### src/rtl/stream_mux.sv
// Registered N-channel stream multiplexer with valid/ready handshakes.
// Round-robin (MODE 0) or fixed lowest-index priority (MODE 1) arbitration in one register stage.
module stream_mux #(
    parameter int unsigned WIDTH    = 16,
    parameter int unsigned CHANNELS = 4,
    parameter int unsigned MODE     = 0
) (
    input  logic                      i_clk,
    input  logic                      i_reset,
    input  logic [CHANNELS*WIDTH-1:0] i_in_data,
    input  logic [CHANNELS-1:0]       i_in_valid,
    output logic [CHANNELS-1:0]       o_in_ready,
    output logic [WIDTH-1:0]          o_out,
    output logic                      o_out_valid,
    input  logic                      i_out_ready,
    output logic [3:0]                o_out_sel
);

    logic [WIDTH-1:0] r_out;
    logic [3:0]       r_out_sel;
    logic             r_out_valid;
    logic [3:0]       r_ptr;

    logic             w_load;
    logic             w_found;
    logic             w_grant;
    logic [3:0]       w_win;
    logic [15:0]      w_valid_ext;
    logic [WIDTH-1:0] w_data;

    assign w_load      = !r_out_valid || i_out_ready;
    assign w_grant     = w_load && w_found && !i_reset;
    assign w_valid_ext = 16'(i_in_valid);

    // Scan channels starting at the pointer (MODE 0) or at channel 0 (MODE 1).
    always_comb begin
        logic [4:0] v_idx;
        w_found = 1'b0;
        w_win   = 4'd0;
        for (int unsigned j = 0; j < CHANNELS; j++) begin
            if (MODE == 0) begin
                v_idx = 5'(r_ptr) + 5'(j);
                if (v_idx >= 5'(CHANNELS)) begin
                    v_idx = v_idx - 5'(CHANNELS);
                end
            end else begin
                v_idx = 5'(j);
            end
            if (!w_found && w_valid_ext[v_idx[3:0]]) begin
                w_found = 1'b1;
                w_win   = v_idx[3:0];
            end
        end
    end

    always_comb begin
        w_data     = '0;
        o_in_ready = '0;
        for (int unsigned i = 0; i < CHANNELS; i++) begin
            if (w_win == 4'(i)) begin
                w_data = i_in_data[i*WIDTH +: WIDTH];
            end
            o_in_ready[i] = w_grant && (w_win == 4'(i));
        end
    end

    always_ff @(posedge i_clk) begin
        if (i_reset) begin
            r_out       <= '0;
            r_out_sel   <= 4'd0;
            r_out_valid <= 1'b0;
            r_ptr       <= 4'd0;
        end else if (w_load) begin
            if (w_found) begin
                r_out       <= w_data;
                r_out_sel   <= w_win;
                r_out_valid <= 1'b1;
                if (MODE == 0) begin
                    r_ptr <= (w_win == 4'(CHANNELS - 1)) ? 4'd0 : w_win + 4'd1;
                end
            end else begin
                r_out_valid <= 1'b0;
            end
        end
    end

    assign o_out       = r_out;
    assign o_out_sel   = r_out_sel;
    assign o_out_valid = r_out_valid;

endmodule

### config.mk
export PLATFORM = sky130hd
export DESIGN_NAME = stream_mux
export DESIGN_NICKNAME = d
export VERILOG_FILES = /design/src/rtl/stream_mux.sv
export SDC_FILE = /design/constraint.sdc
export NUM_CORES = 1
export LEC_CHECK = 0
export ABC_AREA = 1
export BUFFER_PORTS_ARGS = -buffer_cell sky130_fd_sc_hd__buf_2
export CAP_MARGIN = 20
export CORE_ASPECT_RATIO = 1.4
export CORE_MARGIN = 8
export CORE_UTILIZATION = 26
export DETAILED_ROUTE_END_ITERATION = 6
export PLACE_DENSITY = 0.54
export SYNTH_ARGS = -nofsm -noshare
export SYNTH_HDL_FRONTEND = slang
export SYNTH_SLANG_ARGS = --single-unit
export TNS_END_PERCENT = 1
### constraint.sdc
create_clock -name i_clk -period 9.2 [get_ports i_clk]
set_clock_uncertainty 0.2 [all_clocks]
set_input_delay 1.84 -clock i_clk [delete_from_list [all_inputs] [get_ports i_clk]]
set_output_delay 1.84 -clock i_clk [all_outputs]
set_load 0.05 [all_outputs]
==> results_dict.tcl, run 1 <==
set metrics [dict create \
    setup_violations 0 \
    clockBufferDepth 2 \
    grt_max_degree 34 \
    coreArea_um2 7410 \
    clock-root-buffer "clkbuf_8" \
    yosysSeqAreaShare_pct 25.2 \
    start_kind "input port" \
    htreeDepth 1 \
    setup_tns_ns 0 \
    diodes 0 \
    ant_nets 0 \
    cp_data_required_time_ns 7.16 \
    path_clk_slew_ns 0.08 \
    synthDistinctLibCells 28 \
    synth_top_area_share_pct 25.2 \
    whs_ns 0.246 \
    cts_buffers 3 \
    fp.dieH_um 119 \
    cellPowerDensity_nw_per_um2 412 \
    layout-drive-gt1-share_pct 27.6 \
    synth_edf_count 0 \
    post-cts-setup-buffer-count 0 \
    synthFlopType "dfxtp_1" \
    fmax_mhz 153 \
    pre_cts_ws_ns 2.71 \
    clock_latency_ns 0.26 \
    fin_crit_sh_pct 70.9 \
    die_x_um 89.9 \
    ys_top_cells_by_area "dfxtp_1 25%, nand2_1 16%, o21ai_0 13%" \
    cts_num_sinks 25 \
    critical_path_class "in2out" \
    grt_pass1_wl_um 10600 \
    syn-num-nets 413 \
    row_count 37 \
    yosysMostFrequentCell "nand2_1" \
    postSynthAreaPerCell_um2 6.06 \
    cts_resized 0 \
    dieArea_um2 10700 \
    status "completed" \
    worst_pin_slew_ns 0.899 \
    p_leak_nw 1.35 \
    min_period_ns 6.52 \
    drv_cap 0 \
    synth_seq_cells 25 \
    synthesis.area_um2 1990 \
    dpl.hpwl_um 5090 \
    place.gp.congestion 0.798 \
    wl_per_cell_um 12.1 \
    hold_viol 0 \
    syn2layout_area_growth_pct 27.1 \
    yosysTopAreaCell "dfxtp_1" \
    cts_tree "yes" \
    min_path_type "reg2reg" \
    initial_core_util_pct 26.8 \
    via_count 2251 \
    fin_nets 495 \
    synthArstFlopShare_pct 0 \
    wirelength_um 6140 \
    timing.final.ws_setup_ns 2.68 \
    yosysWarnings 0 \
    cts_hold_buffers 0 \
    grt-ovfl-total 0 \
    syn_inst 328 \
    slew_headroom_pct 40.1 \
    slew_viol_final 0 \
    vias_per_cell 4.45 \
    end_kind "primary output" \
    drt_iter0_drc 68 \
    utilization_pct 34.1 \
    remaining_drc_errors 0 \
    grt_antenna_before_repair 0 \
    synthTopCellsByCount "86 x nand2_1, 50 x o21ai_0, 43 x nor2_1" \
    critPathArrivalTime_ns 4.48 \
    grt_pass1_vias 2380 \
    grt_usage_pct 11.6 \
    io_buffers 95 \
    peakVddDrop_mv 0.182 \
    io_pins 96 \
    grt_setup_unrepaired "false" \
    dr.pass1.iters 4 \
    crit_fanout 17 \
]
==> metal layers <==
layer | track usage, % | routed length, µm | vias up
li1 | - | - | 1230
met1 | 12.2 | 2540 | 951
met2 | 21.6 | 3150 | 60
met3 | 2.39 | 300 | 10
met4 | 5.43 | 148 | 0
met5 | 0 | 0 | -
==> through the flow <==
stage          total power [W]  std cells  cell area [µm²]
3_3_place_gp          0.000973        502             2480
5_1_grt                0.00118        506             2530
6_report               0.00104        506             2530
2_1_floorplan         0.000836        328             1990
3_5_place_dp          0.000983        502             2480
4_1_cts                0.00105        506             2530
==> layout make-up <==
| cell class | instances | area, µm² |
|---|---|---|
| clock buffers | 4 | 45.0 |
| fillers | 877 | 4880 |
| repair buffers | 95 | 475 |
| flip-flops and latches | 25 | 500 |
| inverters | 26 | 105 |
| multi-input cells | 259 | 1280 |
| well taps | 97 | 121 |
==> path summary, 6_finish.rpt <==
path | startpoint | end | slack (ns) | cells after the start
worst max-delay path | i_in_valid[1] | o_in_ready[1] | 2.68 | 16
worst min-delay path | o_out_sel[3]$_SDFFE_PP0N_ | o_out_sel[3]$_SDFFE_PP0N_ | 0.25 | 2
worst max register to register | r_ptr[1]$_SDFFE_PP0N_ | o_out[11]$_SDFFE_PP0N_ | 4.78 | 26
worst min register to register | o_out_sel[3]$_SDFFE_PP0N_ | o_out_sel[3]$_SDFFE_PP0N_ | 0.25 | 2
==> layout by cell type, fill, tap and decap left out <==
master,count
buf_2,95
nand2_1,86
o21ai_0,50
nor2_1,43
nand3_1,27
dfxtp_1,25
inv_1,22
a21oi_1,19
ha_1,14
nand2_2,7
nor3_1,3
clkbuf_8,3
o21ai_1,2
inv_2,1
inv_6,1
nor2_2,1
o211ai_2,1
nand4_2,1
a21boi_1,1
nand4_1,1
and2_1,1
inv_4,1
clkinv_1,1
nor3_2,1
a21oi_2,1
clkbuf_1,1
==> cells by family (layout without fill, tap and decap cells) <==
| family | after synthesis | after routing | synth area share [%] |
|---|---|---|---|
| AO/OA/AOI/OAI | 74 | 74 | 19.3 |
| AND/OR/NAND/NOR | 171 | 171 | 36.2 |
| buffers and inverters | 44 | 125 | 10.5 |
| adder cells (fa/ha/maj) | 14 | 14 | 8.82 |
| flip-flops | 25 | 25 | 25.2 |
==> sequential cells by signal, indices dropped and copies added (netlist names) <==
signal,flops
o_out,16
o_out_sel,4
o_out_valid,1
r_ptr,4
==> power breakdown <==
group | leakage [nW] | internal, W | switching (W)
Combinational | 1.12 | 0.000243 | 0.000563
Sequential | 0.207 | 0.000145 | 0.0000271
Clock | 0.0228 | 0.0000309 | 0.0000317
Total | 1.35 | 0.000420 | 0.000622
==> worst max-delay path, stage by stage <==
cell and delay (ns):
buf_2 0.10, nand2_1 0.07, nand2_2 0.07, nand2_1 0.05, nand2_1 0.05, nand3_1 0.15, inv_1 0.07, a21boi_1 0.15
inv_1 0.06, nand2_1 0.07, nand2_2 0.09, inv_1 0.08, ha_1 0.55, clkinv_1 0.58, nor2_1 0.21, buf_2 0.28
Power figures use the tool's default switching activity.
==> run 2, diff against run 1 <==
Settings changed: PLACE_DENSITY 0.54 to 0.56.
Clock period 9.2 ns to 5.4 ns, I/O delays scaled along.
==> run 2 against run 1 <==
Net effect:
- sequential share of layout area decreased by 0.29 points
- final area increased by 1.5%
- non-clock buffer count increased by 5
- largest cell class unchanged
- register-to-register slack got worse by 3.2 ns
- count of clock-buffer cells in the layout unchanged
- flip-flop and latch count unchanged
- sequential power increased by 67%
- die area unchanged
- utilization increased by 0.51 points
- worst setup slack got worse by 2.0 ns
- via count increased by 1.2%
- hold slack about the same
==> results_dict.tcl, run 2 (same netlist as run 1, synthesis figures left out) <==
set metrics [dict create \
    mostFrequentLayoutCells "95 x buf_2, 86 x nand2_1, 50 x o21ai_0" \
    pre_cts_ws_ns 1.01 \
    hp-start "o_out_sel[2]$_SDFFE_PP0N_" \
    r2r-start "r_ptr[1]$_SDFFE_PP0N_" \
    grt_usage_pct 11.4 \
    dr.pass1.iters 4 \
    die_x_um 89.9 \
    p_clk_share_pct 6.2 \
    clockBufferDepth 2 \
    crit_fanout 17 \
    grt_pass1_wl_um 10500 \
    clock_latency_ns 0.27 \
    p_sw_w 0.00108 \
    largest_reg_flops 16 \
    dpl.hpwl_um 5370 \
    cts_num_sinks 25 \
    final_cell_count_no_fill 511 \
    grt_setup_unrepaired "false" \
    reg2reg_depth 27 \
    place.gp.congestion 0.904 \
    min_path_type "reg2reg" \
    io_pins 96 \
    setup_violations 0 \
    dieArea_um2 10700 \
    htreeDepth 1 \
    peakVddDrop_mv 0.580 \
    coreArea_um2 7410 \
    cts_resized 0 \
    final_common_cell "buf_2" \
    start_kind "flip-flop" \
    setup_tns_ns 0 \
    grt_pass1_vias 2277 \
    combinationalPowerShare_pct 77.9 \
    dp_cells 507 \
    fp.dieH_um 119 \
    cts_tree "yes" \
    fin_crit_sh_pct 87.4 \
    fmax_mhz 212 \
    min_period_ns 4.72 \
    total_power_w 0.00182 \
    ant_nets 0 \
    status "completed" \
    row_count 37 \
    timing.final.ws_setup_ns 0.682 \
    hold_viol 0 \
    r2r_slack_ns 1.62 \
    power_frac_seq_pct 15.9 \
    diodes 0 \
    wl_per_cell_um 12.7 \
    p_leak_nw 1.37 \
    clock-root-buffer "clkbuf_8" \
    grt-ovfl-total 0 \
    layout-drive-gt1-share_pct 28.5 \
    grt_antenna_before_repair 0 \
    drv_cap 0 \
    initial_core_util_pct 26.8 \
    syn2layout_area_growth_pct 29.0 \
    cts_hold_buffers 0 \
    via_count 2277 \
    path_clk_slew_ns 0.09 \
    wirelength_um 6480 \
    post-cts-setup-buffer-count 0 \
    p_sw_share_pct 59.2 \
    r2r_end "o_out[12]$_SDFFE_PP0N_" \
    remaining_drc_errors 0 \
    critPathArrivalTime_ns 3.44 \
    fin_nets 500 \
    cellPowerDensity_nw_per_um2 709 \
    nFillCells 846 \
    end_kind "primary output" \
    min_to "o_out_sel[2]$_SDFFE_PP0N_" \
    cp_data_required_time_ns 4.12 \
    internal-power_w 0.000742 \
    cts_buffers 3 \
    hold_depth 2 \
    slew_headroom_pct 62.2 \
    slew_viol_final 0 \
    critical_path_class "reg2out" \
    worst_pin_slew_ns 0.566 \
    grt_max_degree 34 \
    vias_per_cell 4.46 \
    utilization_pct 34.6 \
    io_buffers 95 \
    drt_iter0_drc 107 \
]
[run 2: cell count changes in the layout (fill, tap and decap cells not counted), sizes merged]
cell	change
buf	+5
[run 2: power by group through the flow]
stage,clock network [W],registers (W),logic [W]
after floorplan,0,0.000457,0.000967
after global placement,0,0.000291,0.00141
after detailed placement,0,0.000295,0.00142
after CTS,0.000115,0.000290,0.00142
after global routing,0.000121,0.000296,0.00159
final,0.000112,0.000289,0.00142
[run 2: worst max path at each step]
stage,from,end,slack [ns],cells after the start
2_1_floorplan,r_ptr[1]$_SDFFE_PP0N_,o_in_ready[1],0.90,19
3_3_place_gp,i_in_valid[3],o_in_ready[1],1.07,18
3_5_place_dp,r_ptr[1]$_SDFFE_PP0N_,o_in_ready[0],1.01,18
4_1_cts,r_ptr[1]$_SDFFE_PP0N_,o_in_ready[1],0.70,20
5_1_grt,r_ptr[1]$_SDFFE_PP0N_,o_in_ready[1],0.32,20
6_report,r_ptr[1]$_SDFFE_PP0N_,o_in_ready[1],0.68,20
[run 2: final cells by class]
cell class	instances	area (µm²)	share of cell area (%)
flip-flops and latches	25	500	19.5
clock buffers	4	45.0	1.76
inverters	26	105	4.10
repair buffers	100	513	20.0
well taps	97	121	4.73
multi-input cells	259	1280	49.9
[run 2: through the flow]
stage               instance area (µm²)  hold WS, ns
detailed placement                 2520        0.234
floorplan                          1990        0.331
global route                       2560        0.268
CTS                                2560        0.249
global placement                   2520        0.229
finish                             2560        0.245
[run 2: worst max-delay path: stages (launching register included)]
cell and delay, ns:
dfxtp_1 0.52, inv_1 0.19, ha_1 0.36, inv_1 0.06
ha_1 0.27, nand2_1 0.05, nand2_1 0.06, inv_1 0.03
nand3_1 0.11, inv_1 0.07, a21boi_1 0.16, inv_1 0.06
nand2_1 0.07, nand2_2 0.09, inv_1 0.09, ha_1 0.15
buf_4 0.20, clkinv_1 0.08, buf_4 0.19, nor2_1 0.10
buf_2 0.27
[run 2: routing by layer]
layer | global-route usage (%) | wire [µm] | up-vias
li1 | - | - | 1234
met3 | 1.57 | 291 | 6
met5 | 0 | 0 | -
met4 | 3.76 | 88 | 0
met2 | 20.9 | 3150 | 76
met1 | 13.1 | 2950 | 961
